File: src/rtl/load_store_unit.sv
`default_nettype none
// ============================================================================
// Module   : load_store_unit
// Purpose  : MEM-stage load/store responder. Accepts MemRead/MemWrite from
//            control, runs the access on a req/ready/rvalid data bus, stalls
//            the pipeline meanwhile and returns an extended load result.
// Revision : 1.0 - initial release
// ============================================================================
module load_store_unit #(
  parameter int BUS_TIMEOUT = 255
) (
  input  logic        clk_i,
  input  logic        rst_i,
  input  logic        MemRead_i,
  input  logic        MemWrite_i,
  input  logic [2:0]  funct3_i,
  input  logic [31:0] addr_i,
  input  logic [31:0] wdata_i,
  output logic        stall_o,
  output logic [31:0] rdata_o,
  output logic        misaligned_o,
  output logic        illegal_o,
  output logic        bus_err_o,
  output logic        bus_req_o,
  output logic        bus_we_o,
  output logic [31:0] bus_addr_o,
  output logic [3:0]  bus_be_o,
  output logic [31:0] bus_wdata_o,
  input  logic        bus_ready_i,
  input  logic        bus_rvalid_i,
  input  logic [31:0] bus_rdata_i
);

  localparam logic [1:0] c_IDLE = 2'd0;
  localparam logic [1:0] c_REQ  = 2'd1;
  localparam logic [1:0] c_WAIT = 2'd2;
  localparam logic [1:0] c_DONE = 2'd3;

  // Counter only needs to hold 0..BUS_TIMEOUT-1
  localparam int c_TMO_W    = (BUS_TIMEOUT > 1) ? $clog2(BUS_TIMEOUT) : 1;
  localparam int c_TMO_LAST = (BUS_TIMEOUT > 0) ? BUS_TIMEOUT - 1 : 0;
  localparam logic [c_TMO_W-1:0] c_TMO_LAST_V = c_TMO_W'(c_TMO_LAST);

  logic [1:0]         r_state;
  logic [1:0]         w_nextState;
  logic [c_TMO_W-1:0] r_tmoCnt;
  logic               r_we;
  logic [2:0]         r_funct3;
  logic [1:0]         r_byteOff;
  logic [31:0]        r_busAddr;
  logic [3:0]         r_be;
  logic [31:0]        r_wdata;
  logic [31:0]        r_rdata;
  logic               r_busErr;

  logic        w_anyReq;
  logic        w_illegal;
  logic        w_misaligned;
  logic        w_accept;
  logic [3:0]  w_be;
  logic [31:0] w_wdataRep;
  logic [7:0]  w_byte;
  logic [15:0] w_half;
  logic [31:0] w_loadData;
  logic        w_tmoHit;
  logic        w_tmoAbort;

  assign w_anyReq = MemRead_i | MemWrite_i;

  // Request legality: illegal encodings win over misalignment
  always_comb begin
    w_illegal    = 1'b0;
    w_misaligned = 1'b0;
    if (w_anyReq) begin
      if (MemRead_i && MemWrite_i) begin
        w_illegal = 1'b1;
      end else if (MemRead_i) begin
        w_illegal = (funct3_i == 3'b011) || (funct3_i == 3'b110) || (funct3_i == 3'b111);
      end else begin
        w_illegal = (funct3_i >= 3'b011);
      end
      if (!w_illegal) begin
        case (funct3_i[1:0])
          2'b01:   w_misaligned = addr_i[0];
          2'b10:   w_misaligned = |addr_i[1:0];
          default: w_misaligned = 1'b0;
        endcase
      end
    end
  end

  assign w_accept = !rst_i && (r_state == c_IDLE) && w_anyReq && !w_illegal && !w_misaligned;

  // Byte-lane enables and lane-replicated store data for the incoming request
  always_comb begin
    case (funct3_i[1:0])
      2'b00: begin
        w_be       = 4'b0001 << addr_i[1:0];
        w_wdataRep = {4{wdata_i[7:0]}};
      end
      2'b01: begin
        w_be       = 4'b0011 << addr_i[1:0];
        w_wdataRep = {2{wdata_i[15:0]}};
      end
      default: begin
        w_be       = 4'b1111;
        w_wdataRep = wdata_i;
      end
    endcase
  end

  // Lane extraction and sign/zero extension of the returned word
  assign w_byte = bus_rdata_i[{r_byteOff, 3'b000} +: 8];
  assign w_half = bus_rdata_i[{r_byteOff[1], 4'b0000} +: 16];

  always_comb begin
    case (r_funct3)
      3'b000:  w_loadData = {{24{w_byte[7]}}, w_byte};
      3'b001:  w_loadData = {{16{w_half[15]}}, w_half};
      3'b100:  w_loadData = {24'd0, w_byte};
      3'b101:  w_loadData = {16'd0, w_half};
      default: w_loadData = bus_rdata_i;
    endcase
  end

  assign w_tmoHit   = (BUS_TIMEOUT != 0) && (r_tmoCnt == c_TMO_LAST_V);
  assign w_tmoAbort = w_tmoHit && (((r_state == c_REQ) && !bus_ready_i) ||
                                   ((r_state == c_WAIT) && !bus_rvalid_i));

  // Next-state selection; a completing handshake beats a same-cycle timeout
  always_comb begin
    w_nextState = r_state;
    case (r_state)
      c_IDLE: if (w_accept) w_nextState = c_REQ;
      c_REQ: begin
        if (bus_ready_i)     w_nextState = r_we ? c_DONE : c_WAIT;
        else if (w_tmoHit)   w_nextState = c_DONE;
      end
      c_WAIT: begin
        if (bus_rvalid_i)    w_nextState = c_DONE;
        else if (w_tmoHit)   w_nextState = c_DONE;
      end
      default:               w_nextState = c_IDLE;
    endcase
  end

  // State, captured request fields, timeout counter and load result
  always_ff @(posedge clk_i) begin
    if (rst_i) begin
      r_state   <= c_IDLE;
      r_tmoCnt  <= '0;
      r_we      <= 1'b0;
      r_funct3  <= 3'b000;
      r_byteOff <= 2'b00;
      r_busAddr <= 32'd0;
      r_be      <= 4'b0000;
      r_wdata   <= 32'd0;
      r_rdata   <= 32'd0;
      r_busErr  <= 1'b0;
    end else begin
      r_state  <= w_nextState;
      r_busErr <= w_tmoAbort;
      if (w_accept) begin
        r_we      <= MemWrite_i;
        r_funct3  <= funct3_i;
        r_byteOff <= addr_i[1:0];
        r_busAddr <= {addr_i[31:2], 2'b00};
        r_be      <= w_be;
        r_wdata   <= w_wdataRep;
        r_tmoCnt  <= '0;
      end else if ((r_state == c_REQ) || (r_state == c_WAIT)) begin
        r_tmoCnt <= r_tmoCnt + c_TMO_W'(1);
      end
      if ((r_state == c_WAIT) && bus_rvalid_i) begin
        r_rdata <= w_loadData;
      end else if (w_tmoAbort) begin
        r_rdata <= 32'd0;
      end
    end
  end

  // Combinational outputs are forced low while reset is asserted
  assign stall_o      = !rst_i && (w_accept || (r_state == c_REQ) || (r_state == c_WAIT));
  assign illegal_o    = !rst_i && (r_state == c_IDLE) && w_illegal;
  assign misaligned_o = !rst_i && (r_state == c_IDLE) && w_misaligned;
  assign bus_req_o    = !rst_i && (r_state == c_REQ);
  assign bus_err_o    = r_busErr;
  assign bus_we_o     = r_we;
  assign bus_addr_o   = r_busAddr;
  assign bus_be_o     = r_be;
  assign bus_wdata_o  = r_wdata;
  assign rdata_o      = r_rdata;

endmodule
`default_nettype wire

File: config.mk
export PLATFORM = sky130hd
export DESIGN_NAME = load_store_unit
export DESIGN_NICKNAME = d
export VERILOG_FILES = /design/src/rtl/load_store_unit.sv
export SDC_FILE = /design/constraint.sdc
export NUM_CORES = 1
export LEC_CHECK = 0
export BUFFER_PORTS_ARGS = -buffer_cell sky130_fd_sc_hd__buf_4
export CAP_MARGIN = 40
export CORE_UTILIZATION = 45
export CTS_BUF_LIST = sky130_fd_sc_hd__clkbuf_4 sky130_fd_sc_hd__clkbuf_8
export DETAILED_ROUTE_END_ITERATION = 6
export GPL_TIMING_DRIVEN = 0
export HOLD_SLACK_MARGIN = 0.12
export PLACE_DENSITY = 0.82
export SLEW_MARGIN = 20
export SYNTH_ARGS = -nofsm -noshare
export SYNTH_HDL_FRONTEND = slang
export SYNTH_SLANG_ARGS = --single-unit
File: constraint.sdc
create_clock -name clk_i -period 1.9 [get_ports clk_i]
set_clock_uncertainty 0.1 [all_clocks]
set_input_delay 0.285 -clock clk_i [delete_from_list [all_inputs] [get_ports clk_i]]
set_output_delay 0.285 -clock clk_i [all_outputs]
set_load 0.02 [all_outputs]
=== Word-level counts from Yosys, hierarchy flattened ===
Index checks and enable logic that the tools add are counted.

* Shift-type cells: 4
* Mux-type cells: 18
* $mul: 0
* Magnitude comparators: 1
* Div/mod/pow operators: 0
* $add $sub $neg: 1
* Bitwise gates (word level): 1
* Reductions and logical operators: 30
* Equality and inequality tests: 12

{| class="wikitable"
|+ Operator list
! cell !! number
|-
| $pmux 32 s4 || 1
|-
| $mux 32 || 2
|-
| $pmux 32 s2 || 1
|-
| $shiftx 32x6->16 || 1
|-
| $shiftx 32x6->8 || 1
|-
| $logic_and 1x1->1 || 13
|-
| $eq 3x3->1 const B || 4
|-
| $add 8x1->8 const B || 1
|-
| $eq 8x8->1 const B || 1
|-
| $mux 2 || 4
|-
| $pmux 4 s2 || 1
|-
| $mux 1 || 7
|-
| $logic_or 1x1->1 || 6
|-
| $pmux 2 s3 || 1
|-
| $logic_not 1->1 || 5
|-
| $eq 2x1->1 const B || 2
|-
| $eq 2x2->1 const B || 2
|-
| $logic_not 2->1 || 2
|-
| $reduce_or 2->1 || 2
|-
| $shl 1x2->4 const A || 1
|-
| $shl 2x2->4 const A || 1
|-
| $eq 3x1->1 const B || 1
|-
| $eq 3x2->1 const B || 1
|-
| $ge 3x2->1 const B || 1
|-
| other kinds (5) || 5
|}

* Memories: 0
* Bits in latches: 0
* Input port bits: 105
* Bits in writable memories: 0
* Register bits after elaboration: 115
* Bits in read-only memories: 0

=== Depth between registers and ports, before layout ===
Gate-level depths: netlist of the first run.

* Depth after elaboration: 13
* Gate-level depth with buffers: 9
* Gate-level depth less buffers: 6

=== Worst setup path before layout of the first run ===
No wires, ideal clock.

* Path kind: input -> output
* From: input port funct3_i[0]
* To: output port stall_o
* Setup slack: -0.426 ns
* Stages: 7
* Arrival: 1.941 ns
* Path buffers: 1
* Data required time: 1.515 ns
* Cell sequence: inv_1 -> ha_1 -> a221o_1 -> a2111oi_4 -> buf_2 -> nand2_1 -> a21oi_1

* Word-level cells in the longest chain between the ends: 13
* Elaborated cells on any way between the ends: 22

{| class="wikitable"
|+ RTL lines
! item !! line !! text
|-
| from (decl) || 16 || <nowiki>input logic [2:0] funct3_i,</nowiki>
|-
| branches (longest 9 deep; another with $ge 3x2->1) || -- ||
|-
| $logic_and 1x1->1 * || 92 || <nowiki>assign w_accept = !rst_i && (r_state == c_IDLE) && w_anyReq && !w_illegal && !w_misaligned;</nowiki>
|-
| $logic_or 1x1->1 * (2 in a row) || 183 || <nowiki>assign stall_o = !rst_i && (w_accept || (r_state == c_REQ) || (r_state == c_WAIT));</nowiki>
|-
| $logic_and 1x1->1 * || 183 ||
|-
| to (decl) || 19 || <nowiki>output logic stall_o,</nowiki>
|}

Mark *: on every way between the ends. The select of a mux whose other input is x is not followed.

=== Final worst setup path of the first run ===
Ends and elaborated chain as after synthesis.

==> results of run 1 <==
==> cell usage after synthesis, types with 3 or more instances <==
master and number:
xnor2_1 4, a211oi_1 4, o2bb2ai_1 7, a311oi_1 22, a22oi_1 8, nand3_1 46
inv_1 11, mux2i_1 3, nor4_1 3, a22o_1 17, mux2_2 8, a32o_1 8
nor2b_1 3, nand2b_1 38, a21oi_1 82, nor3_1 14, buf_2 8, o21ai_0 55
ha_1 11, dfxtp_1 115, clkbuf_1 47, o221ai_1 7, nand2_1 35, xor2_1 3
nand4_1 3, nor2_1 22
==> flip-flops by register name, summed over array words and instances, names as in the netlist, 2 cells and up <==
name / count
bus_wdata_o: 32
rdata_o: 32
bus_addr_o: 30
r_tmoCnt: 8
bus_be_o: 4
r_funct3: 3
r_byteOff: 2
r_state: 2
==> power by group through the flow <==
| stage | sequential (W) | clock (W) | combinational (W) |
|---|---|---|---|
| 6_report | 0.00274 | 0.00255 | 0.00287 |
| 5_1_grt | 0.00274 | 0.00261 | 0.00296 |
| 4_1_cts | 0.00269 | 0.00245 | 0.00221 |
| 3_5_place_dp | 0.00274 | 0 | 0.00166 |
| 3_3_place_gp | 0.00273 | 0 | 0.00160 |
| 2_1_floorplan | 0.00288 | 0 | 0.000835 |
==> final timing paths <==
path                                         to     startpoint  slack [ns]
worst max register to register  bus_wdata_o[29]     r_state[1]       -0.36
worst min register to register    bus_addr_o[7]  bus_addr_o[7]        0.36
worst min-delay path                  bus_err_o   bus_rvalid_i        0.11
worst max-delay path                    stall_o    funct3_i[0]       -0.51
==> metal layers <==
metal | global-route usage [%] | vias up | wire, um
met5 | 0 | - | 0
li1 | - | 2983 | -
met2 | 67.5 | 812 | 13500
met3 | 9.84 | 305 | 3250
met4 | 29.9 | 0 | 2570
met1 | 42.8 | 3461 | 9590
==> metrics by stage <==
step	instance area (um^2)	util, %	hold slack [ns]	std cells
after global placement	7050	63.7	0.349	956
final	9860	89.0	0.114	1131
after floorplan	5320	-	0.333	609
after detailed placement	7050	63.7	0.349	956
after global routing	9860	89.0	0.126	1130
after CTS	9070	81.9	0.120	1112
==> worst max-delay path: stages <==
cell and delay [ns]:
buf_6 0.13, inv_12 0.03, ha_4 0.16, a221o_1 0.42
a2111oi_4 0.48, buf_6 0.17, nand2_4 0.06, a21oi_4 0.14
buf_6 0.14
==> timing repair <==
action                                  CTS  global route
pin swaps                                26            46
endpoints found under the setup margin  118           118
buffers inserted                         25            20
gates resized for setup                 139           166
gates cloned                              4             5
hold buffers                             97             0
endpoints found under the hold margin    97             0
==> area by class of cell <==
cell class | instances | area [um^2]
diodes | 1 | 2.50
plain buffers | 55 | 459
clock buffers | 20 | 269
clock inverters | 12 | 156
fillers | 434 | 1220
inverters | 11 | 56.3
multi-input cells | 425 | 3320
flip-flops and latches | 115 | 2310
well taps | 140 | 175
repair buffers | 352 | 3110
==> cells by family (layout without fill, tap and decap cells) <==
kind of cell    after synthesis  in the layout  share of synthesized area (%)
buf+inv                      69            450                           5.29
simple gates                170            170                           16.3
compound gates              223            223                           27.7
mux                          12             12                           2.73
flops                       115            115                           44.1
fa+ha+maj                    11             11                           2.63
other cells                   1              3                         0.0718
xor+xnor                      7              7                           1.17
==> reports/metrics.csv, run 1 <==
metric,value,unit
PwrDens,827,nW/um^2
DR pass1 iterations,7,
sequential share of power,33.6,%
Clock Latency Late Sink,0.46,ns
clock sink count,115,
final worst slack,-0.512,ns
Final Max Slew Viols,0,
Synth area leaders,"dfxtp_1 44%, a21oi_1 7.9%, o21ai_0 5.3%, nand2b_1 4.5%, nand3_1 4.4%",
initial antenna violation count,0,
Avg WL per Cell,25.5,um
I/O pin count,211,
Port Buffer Count,207,
synth warn,0,
largest net degree at the start of global routing,17,
Post-DP HPWL,13.3,mm
vias after detailed routing,7561,
first-pass GRT wire length,36.4,mm
Register-to-Register Path Depth,12,
mapped cell area,5230,um^2
Slew headroom,36.1,%
count of distinct cell types in the synthesized netlist,47,
"Seq/Total Area, Yosys",44.1,%
Overflow after GRT,0,
vias in the first global route,7112,
layout cells sized above 1,44.5,%
std cell rows,38,
worst hold path type,input port to register,
setup_tns,-20.35,ns
cell internal pwr,0.00529,W
total die area,12000,um^2
ys flop type,dfxtp_1,
via/cell ratio,6.69,
Post-Syn Instances,608,
Total GRT Usage,39.8,%
"EDFF count, synth",0,
actual slew at the worst max-slew pin,0.958,ns
"Hold Vio Cnt, Final",0,
ratio of final minimum period to clock period,127,%
setup violators final,110,
Die Ht,110,um
Post-route DRC,0,
synthesized area per cell,8.59,um^2
post-placement setup slack,-0.913,ns
"most common cell after layout, fill and taps aside",buf_4,
WHS Path Cells,3,
Layout Area Growth over Synthesis,88.7,%
Die X,110,um
Core ar.,11100,um^2
failing checks,setup timing,
status,finished with violations,
maximum buffer depth of the clock tree,2,
post-synthesis sequential element count,115,
initial core utilization,47.2,%
TritonCTS clock tree,done,
clock tree root driver cell,clkbuf_8,
Design Power,0.00815,W
nature of the critical path startpoint,input port,
Final Wtd Congestion,0.908,
CP required,1.51,ns
CTS H-tree lvls,4,
Max VDD drop,0.699,mV
largest area contributor in the netlist,dfxtp_1,
Post-synth ARST share,0,%
Critical Path Fanout Max,5,
critical path data arrival time,2.03,ns
Period minus WS final,2.41,ns
max-cap viol count,0,
Yosys top cell area share,44.1,%
Post-layout nets,1093,
Clock power frac,31.3,%
drt total wl,28.9,mm
crit end category,primary output,
initial DRC count,1120,
total CTS buffers,17,
leakage power,3.95,nW
critical path class,input port to primary output,
highest clock rate,415,MHz
most frequent cells in the layout,"227 x buf_4, 111 x dfxtp_1, 97 x dlygate4sd3_1",
combinational share of power,35.2,%
RSZ-0062 raised after global routing,yes,
NetSw,0.00286,W
sw frac,35.1,%
final antenna-violating net count,0,
"Reg clk slew, reported paths",0.07,ns
Power figures use the tool's default switching activity.
==> inputs of run 2 (changes only) <==
--- a/config.mk
+++ b/config.mk
@@ -5,6 +5,7 @@
 export SDC_FILE = /design/constraint.sdc
 export NUM_CORES = 1
 export LEC_CHECK = 0
+export ABC_AREA = 1
 export BUFFER_PORTS_ARGS = -buffer_cell sky130_fd_sc_hd__buf_4
 export CAP_MARGIN = 40
 export CORE_UTILIZATION = 45
==> run 2 against run 1 <==
The flow finishes with violations (DRC, setup timing). Wire length down 34%. Clock power down 8.6%. Setup slack better by 0.22 ns. Register-to-register slack better by 0.43 ns. Largest power group is now registers.
==> reports/metrics.csv, run 2 <==
metric,value,unit,change
status,finished with violations,,unchanged
failing checks,"DRC, setup timing",,was setup timing
n_diodes,0,,was 1
"Reg clk slew, reported paths",0.08,ns,was 0.07 ns
Period minus WS final,2.19,ns,was 2.41 ns
RSZ-0062 raised after global routing,yes,,unchanged
Post-layout nets,1190,,was 1093
ratio of final minimum period to clock period,115,%,was 127%
critical path class,register to primary output,,was input port to primary output
I/O pin count,211,,unchanged
layout cells sized above 1,27.4,%,was 44.5%
final antenna-violating net count,0,,unchanged
setup_tns,-0.302,ns,was -20.35 ns
synth warn,0,,unchanged
Critical Path Max Stage Delay,0.36,ns,was 0.48 ns
most frequent cells in the layout,"222 x buf_4, 182 x nor2_1, 113 x dfxtp_1",,"was 227 x buf_4, 111 x dfxtp_1, 97 x dlygate4sd3_1"
Core ar.,11500,um^2,was 11100 um^2
drt total wl,19.0,mm,was 28.9 mm
maximum buffer depth of the clock tree,2,,unchanged
Clock Latency Late Sink,0.44,ns,was 0.46 ns
max-cap viol count,0,,unchanged
Yosys top cell area share,42.8,%,was 44.1%
count of distinct cell types in the synthesized netlist,32,,was 47
actual slew at the worst max-slew pin,0.749,ns,was 0.958 ns
critical path data arrival time,1.81,ns,was 2.03 ns
Port Buffer Count,207,,unchanged
Layout Area Growth over Synthesis,54.0,%,was 88.7%
vias after detailed routing,6558,,was 7561
setup violators final,2,,was 110
nature of the critical path startpoint,register,,was input port
largest net degree at the start of global routing,17,,unchanged
vias in the first global route,6315,,was 7112
Overflow after GRT,0,,unchanged
largest area contributor in the netlist,dfxtp_1,,unchanged
most frequent cells after synthesis,"182 x nor2_1, 115 x dfxtp_1, 110 x nand2_1, 93 x a21oi_1, 75 x o21ai_0",,"was 115 x dfxtp_1, 82 x a21oi_1, 55 x o21ai_0, 47 x clkbuf_1, 46 x nand3_1"
kind of cell adding the most delay to the critical path,buffers and inverters,,was compound AO/OA/AOI/OAI gates
Slew headroom,49.7,%,was 36.1%
clock sink count,115,,unchanged
Die Ht,111,um,was 110 um
Critical Path Fanout Max,5,,unchanged
most frequent cell after synthesis,nor2_1,,was dfxtp_1
fin util,72.0,%,was 89.0%
"Hold Vio Cnt, Final",0,,unchanged
CP required,1.51,ns,about the same
DR pass1 iterations,7,,unchanged
Post-DP HPWL,12.9,mm,was 13.3 mm
via/cell ratio,5.33,,was 6.69
placed cell areas,7130,um^2,was 7050 um^2
Die X,111,um,was 110 um
Final Max Slew Viols,0,,unchanged
Post-synth ARST share,0,%,unchanged
highest metal used,met4,,unchanged
crit path cell chain,inv_4 -> ha_4 -> nand3_2 -> nand3b_1 -> buf_8 -> a31oi_4 -> buf_6,,was buf_6 -> inv_12 -> ha_4 -> a221o_1 -> a2111oi_4 -> buf_6 -> nand2_4 -> a21oi_4 -> buf_6
worst hold path type,input port to register,,unchanged
initial core utilization,46.7,%,was 47.2%
"most common cell after layout, fill and taps aside",buf_4,,unchanged
synthesized area per cell,6.90,um^2,was 8.59 um^2
Post-Syn Instances,780,,was 608
std cell rows,39,,was 38
Final Wtd Congestion,0.927,,was 0.908
Synth area leaders,"dfxtp_1 43%, nor2_1 13%, a21oi_1 8.6%, nand2_1 7.7%, o21ai_0 7.0%",,"was dfxtp_1 44%, a21oi_1 7.9%, o21ai_0 5.3%, nand2b_1 4.5%, nand3_1 4.4%"
total die area,12400,um^2,was 12000 um^2
fin area,8290,um^2,was 9860 um^2
final worst slack,-0.293,ns,was -0.512 ns
clock tree root driver cell,clkbuf_8,,unchanged
post-synthesis sequential element count,115,,unchanged
initial DRC count,488,,was 1120
mapped cell area,5380,um^2,was 5230 um^2
WL met3,1.50,mm,was 3.25 mm
total CTS buffers,17,,unchanged
wl on met1,7.47,mm,was 9.59 mm
Avg WL per Cell,15.5,um,was 25.5 um
Total GRT Usage,30.8,%,was 39.8%
Cells after DPL,1131,,was 956
leakage power,3.80,nW,was 3.95 nW
"EDFF count, synth",0,,unchanged
Post-route DRC,12,,was 0
"Seq/Total Area, Yosys",42.8,%,was 44.1%
first-pass GRT wire length,30.0,mm,was 36.4 mm
CP max stage cell,dfxtp_4,,was a2111oi_4
highest clock rate,456,MHz,was 415 MHz
Met2 Wirelength,9.00,mm,was 13.5 mm
ys flop type,dfxtp_1,,unchanged
PwrDens,943,nW/um^2,was 827 nW/um^2
TritonCTS clock tree,done,,unchanged
fin cells,1230,,was 1131
CP bufs+invs,3,,was 4
CTS H-tree lvls,4,,unchanged
crit end category,primary output,,unchanged
Max VDD drop,0.792,mV,was 0.699 mV
initial antenna violation count,0,,unchanged
==> run 2: cell types whose count changed after synthesis, sizes merged, moves of 12 or more <==
cell and delta:
a22o -15, nand2b -38, nand2 +76, clkbuf -12, a311oi -22, nor2 +160
o211ai +13, o21ai +20, inv +39
==> run 2: cell families after synthesis <==
| group | count (synthesis) | share of synthesized area (%) |
|---|---|---|
| adders and majority gates | 11 | 2.56 |
| xor gates and xnor gates | 5 | 0.814 |
| DFF | 115 | 42.8 |
| and+or+nand+nor | 359 | 27.0 |
| buffers and inverters | 103 | 8.67 |
| other | 1 | 0.0697 |
| AOI/OAI and AO/OA | 186 | 18.1 |
==> run 2: final cells by class <==
cell class,instances,area (um^2)
multi-input cells,563,2670
repair buffers,275,2220
fillers,914,3230
plain buffers,51,305
flip-flops and latches,115,2310
well taps,143,179
inverters,51,204
clock buffers,23,298
clock inverters,9,104
==> run 2: repair_timing <==
item,CTS,global route
hold buffers,59,0
pin swaps,2,3
endpoints found under the setup margin,107,81
resized for setup,23,57
setup buffers,6,4
hold endpoints to repair,59,0
==> run 2: worst min-delay path, stage by stage <==
cell and delay [ns]:
buf_4 0.11, inv_1 0.07, a21oi_1 0.06, nand2_1 0.06, a21oi_1 0.05
==> run 2: per-layer routing <==
layer	track usage, %	vias up
li1	-	3136
met1	35.4	3000
met2	50.0	342
met3	8.87	80
met4	20.5	0
met5	0	-
==> run 2: worst paths after layout <==
| check | from | endpoint | slack [ns] | cells after the start |
|---|---|---|---|---|
| max reg2reg | r_state[0] | bus_addr_o[7] | 0.07 | 10 |
| max | r_state[0] | stall_o | -0.29 | 7 |
| min reg2reg | rdata_o[12] | rdata_o[12] | 0.38 | 2 |
| min | bus_rdata_i[26] | rdata_o[26] | 0.13 | 5 |
==> run 2: report_power, final <==
part	internal [W]	switching (W)	total [W]
Combinational	0.00114	0.00149	0.00263
Sequential	0.00268	0.000173	0.00285
Clock	0.00131	0.00102	0.00233
==> run 2: metrics by stage <==
stage	hold WS (ns)	power (W)	worst slack, ns
2_1_floorplan	0.352	0.00430	0.0445
3_3_place_gp	0.363	0.00513	-0.332
3_5_place_dp	0.373	0.00517	-0.343
4_1_cts	0.123	0.00768	-0.311
5_1_grt	0.131	0.00820	-0.392
6_report	0.127	0.00781	-0.293
